### src/rtl/mac_pkg.sv
// Shared types and sizing helpers for the sequential dot-product MAC.
package mac_pkg;

  typedef enum logic [1:0] {
    IDLE = 2'd0,
    BUSY = 2'd1,
    DONE = 2'd2
  } mac_state_e;

  // Product width plus headroom for SETS terms plus extra accumulation room.
  function automatic int mac_width(input int size, input int sets);
    return 2 * size + $clog2(sets) + 4;
  endfunction

  localparam int DEFAULT_SIZE  = 4;
  localparam int DEFAULT_SETS  = 2;
  localparam int DEFAULT_OUT_W = mac_width(DEFAULT_SIZE, DEFAULT_SETS);

endpackage

### src/rtl/seq_binary_mac_if.sv
// Request/response bundle of the MAC: request handshake with operands, result handshake.
interface seq_binary_mac_if
  import mac_pkg::*;
#(
  parameter int SIZE  = DEFAULT_SIZE,
  parameter int SETS  = DEFAULT_SETS,
  parameter int OUT_W = mac_width(SIZE, SETS)
) ();

  logic                 in_valid;
  logic                 in_ready;
  logic [SETS*SIZE-1:0] a;
  logic [SETS*SIZE-1:0] b;
  logic                 acc_mode;
  logic                 out_valid;
  logic                 out_ready;
  logic [OUT_W-1:0]     out;
  logic                 overflow;

  modport master (
    output in_valid, a, b, acc_mode, out_ready,
    input  in_ready, out_valid, out, overflow
  );

  modport slave (
    input  in_valid, a, b, acc_mode, out_ready,
    output in_ready, out_valid, out, overflow
  );

endinterface

### src/rtl/comb_binary_sub.sv
// Unsigned combinational shift-and-add multiplier, SIZE x SIZE -> 2*SIZE bits.
module comb_binary_sub #(
  parameter int SIZE = 4
) (
  input  logic [SIZE-1:0]   a_i,
  input  logic [SIZE-1:0]   b_i,
  output logic [2*SIZE-1:0] product_o
);

  logic [2*SIZE-1:0] a_ext;

  assign a_ext = {{SIZE{1'b0}}, a_i};

  // NOTE: blocking assignments are correct here -- each loop step reads the
  // running sum produced by the previous step within the same evaluation.
  always_comb begin
    product_o = '0;
    for (int i = 0; i < SIZE; i++) begin
      if (b_i[i]) begin
        product_o = product_o + (a_ext << i);
      end
    end
  end

endmodule

### src/rtl/seq_binary_mac.sv
// Sequential dot-product MAC: one element pair per cycle through a shared multiplier.
module seq_binary_mac
  import mac_pkg::*;
#(
  parameter int SIZE  = DEFAULT_SIZE,
  parameter int SETS  = DEFAULT_SETS,
  parameter int OUT_W = mac_width(SIZE, SETS)
) (
  input logic             clock,
  input logic             reset,
  seq_binary_mac_if.slave bus
);

  localparam int IDX_W = (SETS > 1) ? $clog2(SETS) : 1;
  localparam logic [IDX_W-1:0] LAST_IDX = IDX_W'(SETS - 1);

  mac_state_e           state_q, state_d;
  logic [OUT_W-1:0]     acc_q, acc_d;
  logic                 ovf_q, ovf_d;
  logic [IDX_W-1:0]     idx_q, idx_d;
  logic [SETS*SIZE-1:0] a_q, a_d;
  logic [SETS*SIZE-1:0] b_q, b_d;
  logic                 mode_q, mode_d;

  logic [SIZE-1:0]      a_el, b_el;
  logic [2*SIZE-1:0]    prod;
  logic [OUT_W-1:0]     acc_base;
  logic                 ovf_base;
  logic [OUT_W:0]       sum_w;

  // NOTE: every signal written in an always_comb gets a default first, so no
  // path can leave it unassigned and infer a latch.
  always_comb begin
    a_el = '0;
    b_el = '0;
    for (int i = 0; i < SETS; i++) begin
      if (idx_q == IDX_W'(i)) begin
        a_el = a_q[i*SIZE +: SIZE];
        b_el = b_q[i*SIZE +: SIZE];
      end
    end
  end

  comb_binary_sub #(
    .SIZE(SIZE)
  ) u_mul (
    .a_i      (a_el),
    .b_i      (b_el),
    .product_o(prod)
  );

  // First element of a fresh (non-accumulating) request always starts from zero.
  always_comb begin
    acc_base = acc_q;
    ovf_base = ovf_q;
    if ((idx_q == '0) && !mode_q) begin
      acc_base = '0;
      ovf_base = 1'b0;
    end
    sum_w = {1'b0, acc_base} + (OUT_W + 1)'(prod);
  end

  always_comb begin
    state_d = state_q;
    acc_d   = acc_q;
    ovf_d   = ovf_q;
    idx_d   = idx_q;
    a_d     = a_q;
    b_d     = b_q;
    mode_d  = mode_q;

    unique case (state_q)
      IDLE: begin
        if (bus.in_valid) begin
          a_d     = bus.a;
          b_d     = bus.b;
          mode_d  = bus.acc_mode;
          idx_d   = '0;
          state_d = BUSY;
          if (!bus.acc_mode) begin
            acc_d = '0;
            ovf_d = 1'b0;
          end
        end
      end
      BUSY: begin
        acc_d = sum_w[OUT_W-1:0];
        ovf_d = ovf_base | sum_w[OUT_W];
        if (idx_q == LAST_IDX) begin
          idx_d   = '0;
          state_d = DONE;
        end else begin
          idx_d = idx_q + IDX_W'(1);
        end
      end
      DONE: begin
        if (bus.out_ready) begin
          state_d = IDLE;
        end
      end
      default: state_d = IDLE;
    endcase
  end

  // NOTE: sequential state uses non-blocking assignments so every register
  // samples its next value from the same pre-edge snapshot. The operand
  // registers are plain flops, so clearing them on reset is cheap.
  always_ff @(posedge clock) begin
    if (reset) begin
      state_q <= IDLE;
      acc_q   <= '0;
      ovf_q   <= 1'b0;
      idx_q   <= '0;
      a_q     <= '0;
      b_q     <= '0;
      mode_q  <= 1'b0;
    end else begin
      state_q <= state_d;
      acc_q   <= acc_d;
      ovf_q   <= ovf_d;
      idx_q   <= idx_d;
      a_q     <= a_d;
      b_q     <= b_d;
      mode_q  <= mode_d;
    end
  end

  assign bus.in_ready  = (state_q == IDLE);
  assign bus.out_valid = (state_q == DONE);
  assign bus.out       = acc_q;
  assign bus.overflow  = ovf_q;

endmodule

### src/flat_wrapper.sv
// flat-port wrapper written by rule: the top's interface ports become plain ports
module seq_binary_mac_flat import mac_pkg::*;
#(
  parameter int SIZE  = DEFAULT_SIZE,
  parameter int SETS  = DEFAULT_SETS,
  parameter int OUT_W = mac_width(SIZE, SETS)
)
  (clock, reset, bus_in_valid, bus_a, bus_b, bus_acc_mode, bus_out_ready, bus_in_ready, bus_out_valid, bus_out, bus_overflow);
  seq_binary_mac_if #(.SIZE(SIZE), .SETS(SETS), .OUT_W(OUT_W)) bus_i ();
  input logic clock;
  input logic reset;
  input wire logic [$bits(bus_i.in_valid)-1:0] bus_in_valid;
  input wire logic [$bits(bus_i.a)-1:0] bus_a;
  input wire logic [$bits(bus_i.b)-1:0] bus_b;
  input wire logic [$bits(bus_i.acc_mode)-1:0] bus_acc_mode;
  input wire logic [$bits(bus_i.out_ready)-1:0] bus_out_ready;
  output wire logic [$bits(bus_i.in_ready)-1:0] bus_in_ready;
  output wire logic [$bits(bus_i.out_valid)-1:0] bus_out_valid;
  output wire logic [$bits(bus_i.out)-1:0] bus_out;
  output wire logic [$bits(bus_i.overflow)-1:0] bus_overflow;
  assign bus_i.in_valid = bus_in_valid;
  assign bus_i.a = bus_a;
  assign bus_i.b = bus_b;
  assign bus_i.acc_mode = bus_acc_mode;
  assign bus_i.out_ready = bus_out_ready;
  assign bus_in_ready = bus_i.in_ready;
  assign bus_out_valid = bus_i.out_valid;
  assign bus_out = bus_i.out;
  assign bus_overflow = bus_i.overflow;
  seq_binary_mac #(.SIZE(SIZE), .SETS(SETS), .OUT_W(OUT_W)) u_core (.clock(clock), .reset(reset), .bus(bus_i));
endmodule
### config.mk
export PLATFORM = sky130hd
export DESIGN_NAME = seq_binary_mac_flat
export DESIGN_NICKNAME = d
export VERILOG_FILES = /design/src/rtl/mac_pkg.sv /design/src/rtl/seq_binary_mac_if.sv /design/src/rtl/comb_binary_sub.sv /design/src/rtl/seq_binary_mac.sv /design/src/flat_wrapper.sv
export SDC_FILE = /design/constraint.sdc
export NUM_CORES = 1
export LEC_CHECK = 0
export CAP_MARGIN = 20
export CORE_AREA = 2 2 70 72
export DETAILED_ROUTE_END_ITERATION = 12
export DIE_AREA = 0 0 72 74
export DONT_BUFFER_PORTS = 1
export PLACE_DENSITY = 0.68
export SYNTH_ARGS = -nofsm -noshare
export SYNTH_HDL_FRONTEND = slang
export SYNTH_SLANG_ARGS = --single-unit
### constraint.sdc
create_clock -name clock -period 14.55 [get_ports clock]
set_input_delay 1.455 -clock clock [delete_from_list [all_inputs] [get_ports clock]]
set_output_delay 1.455 -clock clock [all_outputs]
set_load 0.005 [all_outputs]
# Word level (Yosys, flattened, before mapping)
# Cells that the tools add are included.
[classes]
n_eq_ne = 6
mux = 21
bitwise = 2
addsub = 5
n_reduce_logical = 8
[ops]
columns = ["operator", "n"]
rows = [
  ["$mux 13", 3],
  ["$pmux 13 s2", 1],
  ["$mux 8", 3],
  ["$add 13x8->14", 1],
  ["$mux 4", 3],
  ["$add 8x5->8", 1],
  ["$add 8x6->8", 1],
  ["$add 8x7->8", 1],
  ["$mux 2", 3],
  ["$ne 2x2->1 const B", 3],
  ["$pmux 2 s3", 1],
  ["$reduce_and 3->1", 2],
  ["$mux 1", 5],
  ["$pmux 1 s2", 2],
  ["$reduce_and 2->1", 2],
  ["$eq 2x1->1 const B", 1],
  ["$eq 2x2->1 const B", 1],
  ["$logic_not 2->1", 1],
  ["$ne 2x1->1 const B", 1],
  ["$reduce_bool 2->1", 1],
  ["$add 1x1->1 const B", 1],
  ["$logic_and 1x1->1", 1],
  ["$logic_not 1->1", 1],
  ["$not 1->1", 1],
  ["$or 1x1->1", 1],
]
[word_totals]
input_bits = 21
word_cells = 49
regBits = 34

# Depth between registers and ports, before layout
# Gate-level depths: netlist (run 1).
[depth]
word_depth = 11
mapped_depth = 27
mapped_depth_nobuf = 26

# Cells and area by module
# A second synthesis (run 1) with hierarchy kept.
[unflattened]
hier_cells = 284
area_unflattened_um2 = 2324.7
[by_module_without_submodules]
columns = ["module", "instances", "area_each_um2", "cells_each", "seq_area_each_um2"]
rows = [
  ["seq_binary_mac", 1, 1761.7, 215, 680.7],
  ["comb_binary_sub", 1, 563.0, 69, 0.0],
]

# Worst setup path after synthesis (run 1)
# OpenSTA, ideal clock, no wires.
[synth_timing]
path_type = "register -> register"
start = "register u_core.idx_q"
end = "register u_core.acc_q[12] (netlist: u_core.bus.out[12])"
t_required_ns = 14.459
slack_ns = 9.544
period_less_slack_ns = 5.006
path_stages_with_launch = 27
t_arrival_ns = 4.915
path_cell_list = "dfxtp_1 buf_6 buf_2 mux2_2 ha_1 ha_1 a21o_1 a211oi_2 nor2_2 xnor2_1 ha_1 o21bai_4 xnor2_1 o21ai_1 ha_1 a21o_1 a21oi_1 xor2_1 nor2_1 a21oi_1 o21ai_0 ha_1 o21a_1 nor2_1 a21o_1 o21ai_0 a311oi_1"
[synth_via]
elab_chain_cells = 10
word_cells_on_any_way = 14
cone_classes = "4 x add/sub; 8 x mux; 1 x bitwise; 1 x reduce/logical"
[synth_lines]
columns = ["item", "line", "rtl"]
rows = [
  ["start, declared", "seq_binary_mac.sv:20", "logic [IDX_W-1:0] idx_q, idx_d;"],
  ["start signal, assigned", "seq_binary_mac.sv:121", "idx_q <= idx_d;"],
  ["$mux 4", "seq_binary_mac.sv:37", "if (idx_q == IDX_W'(i)) begin"],
  ["$mux 4", "comb_binary_sub.sv:19", "if (b_i[i]) begin"],
  ["$add 8x5->8", "comb_binary_sub.sv:20", "product_o = product_o + (a_ext << i);"],
  ["$mux 8", "comb_binary_sub.sv:19", ""],
  ["$add 8x6->8", "comb_binary_sub.sv:20", ""],
  ["$mux 8", "comb_binary_sub.sv:19", ""],
  ["$add 8x7->8", "comb_binary_sub.sv:20", ""],
  ["$mux 8", "comb_binary_sub.sv:19", ""],
  ["$add 13x8->14 (*)", "seq_binary_mac.sv:60", "sum_w = {1'b0, acc_base} + (OUT_W + 1)'(prod);"],
  ["$pmux 13 s2 (*)", "seq_binary_mac.sv:72", "unique case (state_q)"],
  ["end signal, assigned", "seq_binary_mac.sv:111", "acc_q <= '0;"],
  ["end signal, assigned", "seq_binary_mac.sv:119", "acc_q <= acc_d;"],
  ["end, declared", "seq_binary_mac.sv:18", "logic [OUT_W-1:0] acc_q, acc_d;"],
]
# Every way passes the cells marked *; elsewhere a longest branch is shown, timed or not.
# A chain may end at the register's enable or synchronous reset.

# Worst setup path after layout (run 1)
# Ends and elaborated chain as after synthesis.

==> qor.yml, run 1 <==
vias: 2094
grt_setup_unrepaired: "no"
yosys_warnings: 0
cts_setup_buffers: 0
startpoint: "u_core.idx_q$_SDFFE_PP0P_"
max_freq_mhz: 157
grt_use_total_pct: 21.9
cts.sinks: 34
tightest_slew_ns: 0.974
final.setup.tns_ns: 0
clk_latency_ns: 0.29
max-vdd-ir-drop_mv: 0.0655
cts_tree: "built"
syn_nets: 352
grt_pass1_vias: 2004
status: "completed"
area_growth_pct: 5.07
via_per_inst: 5.82
rr_worst_depth: 24
hp-class: "reg2reg"
r2r-end: "u_core.bus.out[12]$_SDFFE_PP0P_"
io_buffers: 0
die_w_microns: 72
gp_congestion: 0.844
core_sq_mm: 0.00460
cp.required_ns: 14.75
synth_edf_count: 0
async_flop_share_pct: 0
synth.distinct_cells: 52
fin_crit_sh_pct: 43.7
ctsLongestPathBuffers: 2
power_leakage_nw: 0.972
syn_area_sq_mm: 0.00240
dieArea_sq_mm: 0.00533
wl_mm: 5.40
setup_viol: 0
ctsHtreeMaxLevel: 2
nets: 346
regToRegStartpoint: "u_core.idx_q$_SDFFE_PP0P_"
grt_pass1_wl_mm: 9.34
timing.reg2reg.setup_slack_ns: 8.19
report.final.slew_viol_count: 0
slew_headroom_pct: 33.2
num_antenna_cells: 0
postRouteAntennaNets: 0
cts_root_buf: "clkbuf_8"
crit_type: "reg2reg"
hold_viol_final: 0
initialDrtViolationCount: 150
syn_area_per_cell_sq_um: 7.70
die_h_microns: 74
netlist_instances: 311
critPathCapture: "u_core.bus.out[12]$_SDFFE_PP0P_"
std_cell_rows: 25
dp_hpwl_mm: 3.97
ys_seq_area_share_pct: 28.4
path_max_fanout: 16
grt_max_degree: 39
power.total_mw: 0.228
io_pins: 37
drive_gt1_share_pct: 8.17
fin_crit_ns: 6.36
cp-start-kind: "flop"
cts_hold_buf: 0
critPathCaptureType: "flop"
antenna_found_initial: 0
detail_route.first_pass.iterations: 4
critPathArrivalTime_ns: 6.56
finish.utilization_pct: 54.7
whs_ns: 0.452
initial_utilization_pct: 52.1
drc: 0
cts_buffers: 5
clock_skew_ns: 0.00547
grt_overflow_total: 0
wl_per_cell_microns: 15.0
synth_top_flop_cell: "dfxtp_1"
power_density_mw_per_mm2: 90.7
maxCapViolations: 0
cts_resized: 0
synth_seq_cells: 34
clk_pin_slew_worst_paths_ns: 0.07
synth_stat cells, types with 2 or more instances:
cell      instances  area (sq um)
a21boi_0          2          15.0
a21o_1            5          37.5
a21oi_1          34           170
a22oi_1           7          52.6
a311oi_1          2          17.5
a31oi_1           5          31.3
buf_2             3          15.0
clkbuf_1          8          30.0
dfxtp_1          34           681
fa_1              2          40.0
ha_1             18           225
inv_1            15          56.3
mux2_2            5          56.3
mux2i_1           4          40.0
nand2_1          54           203
nand2b_1          4          25.0
nand3_1           6          30.0
nand3b_1          2          15.0
nor2_1           26          97.6
nor2b_1          14          87.6
nor3_1            5          25.0
o21a_1            3          22.5
o21ai_0          16          80.1
o22ai_1           3          18.8
xnor2_1           7          61.3
flip-flops by register name, summed over array words and instances, names as in the netlist:
name / count
u_core.bus.out: 13
u_core.a_q: 8
u_core.state_q: 2
u_core.idx_q: 1
u_core.b_q: 8
u_core.mode_q: 1
u_core.bus.overflow: 1
logic make-up (layout without fill, tap and decap cells):
| family | count (synthesis) | after routing | synth area share (%) |
|---|---|---|---|
| compound gates | 87 | 87 | 22.9 |
| simple gates | 120 | 120 | 23.2 |
| flops | 34 | 34 | 28.4 |
| buf+inv | 30 | 25 | 5.27 |
| xor+xnor | 8 | 8 | 2.92 |
| mux | 12 | 12 | 6.16 |
| fa+ha+maj | 20 | 20 | 11.1 |
how the worst min path moves through the flow:
stage	start	to	slack, ns	cells after the start
2_1_floorplan	u_core.a_q[4]$_SDFFE_PP0P_	u_core.a_q[4]$_SDFFE_PP0P_	0.43	2
3_3_place_gp	u_core.b_q[6]$_SDFFE_PP0P_	u_core.b_q[6]$_SDFFE_PP0P_	0.44	2
3_5_place_dp	u_core.b_q[3]$_SDFFE_PP0P_	u_core.b_q[3]$_SDFFE_PP0P_	0.44	2
4_1_cts	u_core.b_q[3]$_SDFFE_PP0P_	u_core.b_q[3]$_SDFFE_PP0P_	0.45	2
5_1_grt	u_core.b_q[0]$_SDFFE_PP0P_	u_core.b_q[0]$_SDFFE_PP0P_	0.48	2
6_report	u_core.b_q[3]$_SDFFE_PP0P_	u_core.b_q[3]$_SDFFE_PP0P_	0.45	2
cell type report:
| cell class | count | area (sq um) |
|---|---|---|
| Fill cell | 420 | 2080 |
| Tap cell | 54 | 67.6 |
| Sequential cell | 34 | 681 |
| Clock buffer | 5 | 68.8 |
| Clock inverter | 3 | 45.0 |
| Inverter | 17 | 66.3 |
| Multi-Input combinational cell | 247 | 1590 |
where the power goes:
part           switching (mW)  internal (mW)
Clock                  0.0367         0.0509
Combinational          0.0249         0.0142
Sequential            0.00428         0.0972
critical path, stage by stage, from the launching register on:
cell and delay [ns]:
dfxtp_1 0.84, mux2i_1 0.83, nor2_1 0.20, xnor2_1 0.18
ha_1 0.27, o41ai_2 0.48, nor2_2 0.12, xnor2_1 0.15
ha_1 0.21, o21bai_4 0.17, xnor2_1 0.26, o21ai_1 0.10
ha_1 0.30, a21o_1 0.17, a21oi_1 0.19, xor2_1 0.18
nor2_1 0.06, a21oi_1 0.12, o21ai_0 0.10, ha_1 0.36
o21a_1 0.18, nor2_1 0.26, a21o_1 0.17, o21ai_0 0.11
a311oi_1 0.27
through the flow:
stage	cell area (sq um)	cells	worst slack, ns
final	2520	360	8.19
after global routing	2520	360	7.67
after CTS	2520	360	8.28
after detailed placement	2400	352	8.37
after global placement	2400	352	8.60
after floorplan	2400	311	9.54
cell usage in the layout (no fill, tap or decap), types with 3 or more instances in the layout:
| cell | synthesis | routed |
|---|---|---|
| mux2_2 | 5 | 5 |
| nor3_1 | 5 | 5 |
| nand2b_1 | 4 | 4 |
| nor2b_1 | 14 | 14 |
| xnor2_1 | 7 | 7 |
| a31oi_1 | 5 | 5 |
| ha_1 | 18 | 18 |
| a22oi_1 | 7 | 7 |
| mux2i_1 | 4 | 4 |
| o21ai_0 | 16 | 16 |
| nand3_1 | 6 | 6 |
| clkbuf_8 | 0 | 5 |
| a21o_1 | 5 | 5 |
| nand2_1 | 54 | 54 |
| dfxtp_1 | 34 | 34 |
| a21oi_1 | 34 | 34 |
| o22ai_1 | 3 | 3 |
| o21a_1 | 3 | 3 |
| inv_1 | 15 | 15 |
| nor2_1 | 26 | 26 |
routing by layer:
metal	wire [microns]	global-route usage (%)	vias to the layer above
li1	-	-	1078
met3	211	4.74	6
met5	0	0	-
met2	2520	35.5	47
met4	38	5.24	0
met1	2630	30.0	963
No activity file was read; power rests on OpenSTA's default activity.
==> run 2: changes to the inputs <==
- clock period: 14.55 -> 6.55 ns (I/O delays scaled with it)
==> qor.yml, run 2 (synthesis results as in run 1) <==
status: "completed"
report.final.slew_viol_count: 0
grt_setup_unrepaired: "no"
grt_use_total_pct: 21.5
fin_crit_ns: 5.58
wl_mm: 5.32
core_sq_mm: 0.00460
via_per_inst: 5.78
largest_reg_flops: 13
power_leakage_nw: 0.993
ctsLongestPathBuffers: 2
io_buffers: 0
num_antenna_cells: 0
dp_cells: 354
grt_pass1_wl_mm: 9.05
drc: 0
power_density_mw_per_mm2: 200
postRouteAntennaNets: 0
grt_pass1_vias: 1962
setup_viol: 0
critPathCaptureType: "flop"
gp_congestion: 0.837
die_h_microns: 74
antenna_found_initial: 0
max_freq_mhz: 179
cts_buffers: 5
max-vdd-ir-drop_mv: 0.160
cts_tree: "built"
cts_hold_buf: 0
initialDrtViolationCount: 79
grt_max_degree: 39
clk_pin_slew_worst_paths_ns: 0.08
dp_hpwl_mm: 3.93
wl_per_cell_microns: 14.6
dieArea_sq_mm: 0.00533
final.setup.tns_ns: 0
path_max_fanout: 12
final_common_cell: "nand2_1"
hold_viol_final: 0
finalNonFillerCells: 363
vias: 2099
hp-class: "in2reg"
crit_type: "reg2reg"
slew_headroom_pct: 46.0
cp-start-kind: "flop"
cts_setup_buffers: 0
std_cell_rows: 25
maxCapViolations: 0
fin_crit_sh_pct: 85.2
area_growth_pct: 5.80
critPathArrivalTime_ns: 5.77
die_w_microns: 72
grt_overflow_total: 0
clk_latency_ns: 0.29
detail_route.first_pass.iterations: 4
nets: 349
cts_resized: 0
clock_skew_ns: 0.00978
cts.sinks: 34
cp.required_ns: 6.75
initial_utilization_pct: 52.1
drive_gt1_share_pct: 9.06
layout_common_cells: "nand2_1 (54), a21oi_1 (34), dfxtp_1 (34)"
io_pins: 37
tightest_slew_ns: 0.787
ctsHtreeMaxLevel: 2
cts_root_buf: "clkbuf_8"
==> run 2: cell types whose count changed in the layout (fill, tap and decap cells not counted) <==
| cell | change |
|---|---|
| buf_4 | +3 |
| clkinvlp_4 | -2 |
| clkinv_2 | +2 |
==> run 2: path summary, 6_finish.rpt <==
check | cells after the start | to | slack, ns | startpoint
worst min-delay path | 1 | u_core.bus.out[8]$_SDFFE_PP0P_ | 0.42 | reset
worst max-delay path | 24 | u_core.bus.out[12]$_SDFFE_PP0P_ | 0.97 | u_core.idx_q$_SDFFE_PP0P_
worst min register to register | 2 | u_core.b_q[3]$_SDFFE_PP0P_ | 0.45 | u_core.b_q[3]$_SDFFE_PP0P_
worst max register to register | 24 | u_core.bus.out[12]$_SDFFE_PP0P_ | 0.97 | u_core.idx_q$_SDFFE_PP0P_
==> run 2: cell type report <==
cell class / count / area, sq um
Multi-Input combinational cell: 247 / 1590
Fill cell: 446 / 2060
Timing Repair Buffer: 3 / 22.5
Inverter: 17 / 66.3
Sequential cell: 34 / 681
Tap cell: 54 / 67.6
Clock buffer: 5 / 68.8
Clock inverter: 3 / 40.0
==> run 2: critical path: stages (launching register included) <==
cell	delay, ns
dfxtp_1	0.52
buf_4	0.26
mux2_2	0.40
ha_1	0.24
ha_1	0.25
o41ai_2	0.46
nor2_2	0.12
xnor2_1	0.15
ha_1	0.19
o21bai_4	0.17
xnor2_1	0.24
o21ai_1	0.09
ha_1	0.27
a21o_1	0.18
a21oi_1	0.16
xor2_1	0.16
nor2_1	0.05
a21oi_1	0.14
o21ai_0	0.11
ha_1	0.37
o21a_1	0.19
nor2_1	0.25
a21o_1	0.16
o21ai_0	0.09
a311oi_1	0.27
==> run 2: stage by stage <==
step | instance area, sq um | hold slack, ns | utilization [%] | power, mW | setup WS, ns
6_report | 2530 | 0.423 | 55.1 | 0.506 | 0.972
5_1_grt | 2530 | 0.418 | 55.1 | 0.528 | 0.542
4_1_cts | 2530 | 0.419 | 55.0 | 0.508 | 0.952
3_5_place_dp | 2420 | 0.443 | 52.6 | 0.318 | 0.988
3_3_place_gp | 2420 | 0.438 | 52.6 | 0.316 | 1.16
2_1_floorplan | 2400 | 0.433 | - | 0.303 | 1.54
==> run 2: power breakdown <==
group	leakage [nW]	switching [mW]	total, mW	internal (mW)
logic	0.658	0.0569	0.0900	0.0330
clock network	0.0579	0.0803	0.192	0.112
registers	0.277	0.00779	0.224	0.216
total	0.993	0.145	0.506	0.361
==> run 2: per-layer routing <==
layer / track usage (%) / share of wire [%]
met5: 0 / 0
met4: 7.34 / 1.2
met3: 4.47 / 3.7
met2: 34.2 / 46
met1: 29.3 / 49
==> run 3: changes to the inputs <==
- CTS_CLUSTER_SIZE: unset -> 10
- PLACE_DENSITY: 0.68 -> 0.67
==> qor.yml, run 3 (synthesis results as in run 1) <==
grt_overflow_total: 0
slew_headroom_pct: 47.3
cp-start-kind: "flop"
initial_utilization_pct: 52.1
cts_tree: "built"
final_common_cell: "nand2_1"
crit_slowest_cell: "dfxtp_1"
max_freq_mhz: 169
max-vdd-ir-drop_mv: 0.191
cts_setup_buffers: 0
fill_cells: 456
postRouteAntennaNets: 0
r2r-end: "u_core.bus.out[12]$_SDFFE_PP0P_"
setup_viol: 0
regToRegStartpoint: "u_core.idx_q$_SDFFE_PP0P_"
maxCapViolations: 0
path_max_fanout: 16
dieArea_sq_mm: 0.00533
cts_root_buf: "clkbuf_8"
worst_path_largest_cell_delay_ns: 0.84
io_buffers: 0
hold_end: "u_core.bus.out[6]$_SDFFE_PP0P_"
hold_path_depth: 1
initialDrtViolationCount: 69
fin_crit_sh_pct: 90.1
detail_route.first_pass.iterations: 4
clk_pin_slew_worst_paths_ns: 0.07
crit_type: "reg2reg"
grt_pass1_wl_mm: 9.16
core_sq_mm: 0.00460
grt_setup_unrepaired: "no"
wl_per_cell_microns: 15.1
clock_skew_ns: 0.00525
layout_common_cells: "nand2_1 (54), a21oi_1 (34), dfxtp_1 (34)"
cts.sinks: 34
timing.reg2reg.setup_slack_ns: 0.65
tightest_slew_ns: 0.789
grt_max_degree: 39
cp_common_cell: "ha_1"
power_density_mw_per_mm2: 189
die_h_microns: 74
cp.required_ns: 6.74
drc: 0
min_from: "reset"
grt_pass1_vias: 1985
clk_latency_ns: 0.29
area_growth_pct: 4.91
via_per_inst: 5.86
report.final.slew_viol_count: 0
fin_crit_ns: 5.90
vias: 2122
num_antenna_cells: 0
cts_buffers: 5
critPathArrivalTime_ns: 6.09
status: "completed"
grt_use_total_pct: 21.9
std_cell_rows: 25
die_w_microns: 72
rr_worst_depth: 26
hp-class: "in2reg"
wl_mm: 5.47
io_pins: 37
crit_buf_inv: 1
hold_viol_final: 0
cts_resized: 0
ctsHtreeMaxLevel: 2
gp_congestion: 0.836
final.setup.tns_ns: 0
drive_gt1_share_pct: 8.77
critPathCaptureType: "flop"
dp_hpwl_mm: 4.05
largest_reg_flops: 13
critical_path.top_delay_family: "compound AO/OA/AOI/OAI gates"
power.total_mw: 0.476
ctsLongestPathBuffers: 2
power_leakage_nw: 0.977
nets: 348
cts_hold_buf: 0
antenna_found_initial: 0
run 3: layout make-up:
cell class	instances	area (sq um)	share of cell area, %
Inverter	17	66.3	2.64
Clock buffer	6	82.6	3.29
Multi-Input combinational cell	247	1590	63.2
Timing Repair Buffer	2	15.0	0.597
Clock inverter	2	12.5	0.498
Sequential cell	34	681	27.1
Tap cell	54	67.6	2.69
run 3: through the flow:
stage	std cells	setup WS (ns)	hold slack [ns]	instance area [sq um]	util (%)
finish	362	0.646	0.440	2510	54.7
floorplan	311	1.54	0.433	2400	-
global placement	353	0.924	0.434	2410	52.4
global route	362	0.147	0.420	2510	54.7
CTS	361	0.628	0.422	2510	54.5
detailed placement	353	0.688	0.440	2410	52.4
run 3: worst max path at each step:
stage,from,endpoint,slack [ns],cells after the start
CTS,u_core.idx_q$_SDFFE_PP0P_,u_core.bus.out[12]$_SDFFE_PP0P_,0.63,25
global route,u_core.idx_q$_SDFFE_PP0P_,u_core.bus.out[12]$_SDFFE_PP0P_,0.15,26
floorplan,u_core.idx_q$_SDFFE_PP0P_,u_core.bus.out[12]$_SDFFE_PP0P_,1.54,26
global placement,u_core.idx_q$_SDFFE_PP0P_,u_core.bus.out[12]$_SDFFE_PP0P_,0.92,26
finish,u_core.idx_q$_SDFFE_PP0P_,u_core.bus.out[12]$_SDFFE_PP0P_,0.65,26
detailed placement,u_core.idx_q$_SDFFE_PP0P_,u_core.bus.out[12]$_SDFFE_PP0P_,0.69,26
run 3: worst register-to-register path, delay by kind of cell, from the launching register on:
| kind | cells | cell delay [ns] |
|---|---|---|
| AO/OA/AOI/OAI | 12 | 2.06 |
| multiplexers | 1 | 0.41 |
| AND/OR/NAND/NOR | 4 | 0.50 |
| XOR/XNOR | 3 | 0.55 |
| adder cells (fa/ha/maj) | 5 | 1.29 |
| buffers and inverters | 1 | 0.14 |
| flip-flops | 1 | 0.84 |
run 3: power breakdown:
part	internal (mW)	switching [mW]	leakage, nW
Sequential	0.216	0.0103	0.277
Clock	0.0844	0.0776	0.0472
Combinational	0.0325	0.0550	0.653
Total	0.333	0.143	0.977
run 3: routing by layer:
layer / share of wire (%) / vias up / GRT usage (%) / wire [microns]
met5: 0 / - / 0 / 0
met2: 44 / 55 / 33.6 / 2430
li1: - / 1080 / - / -
met3: 5.1 / 11 / 4.34 / 281
met4: 2.2 / 0 / 9.64 / 123
met1: 48 / 976 / 30.0 / 2640
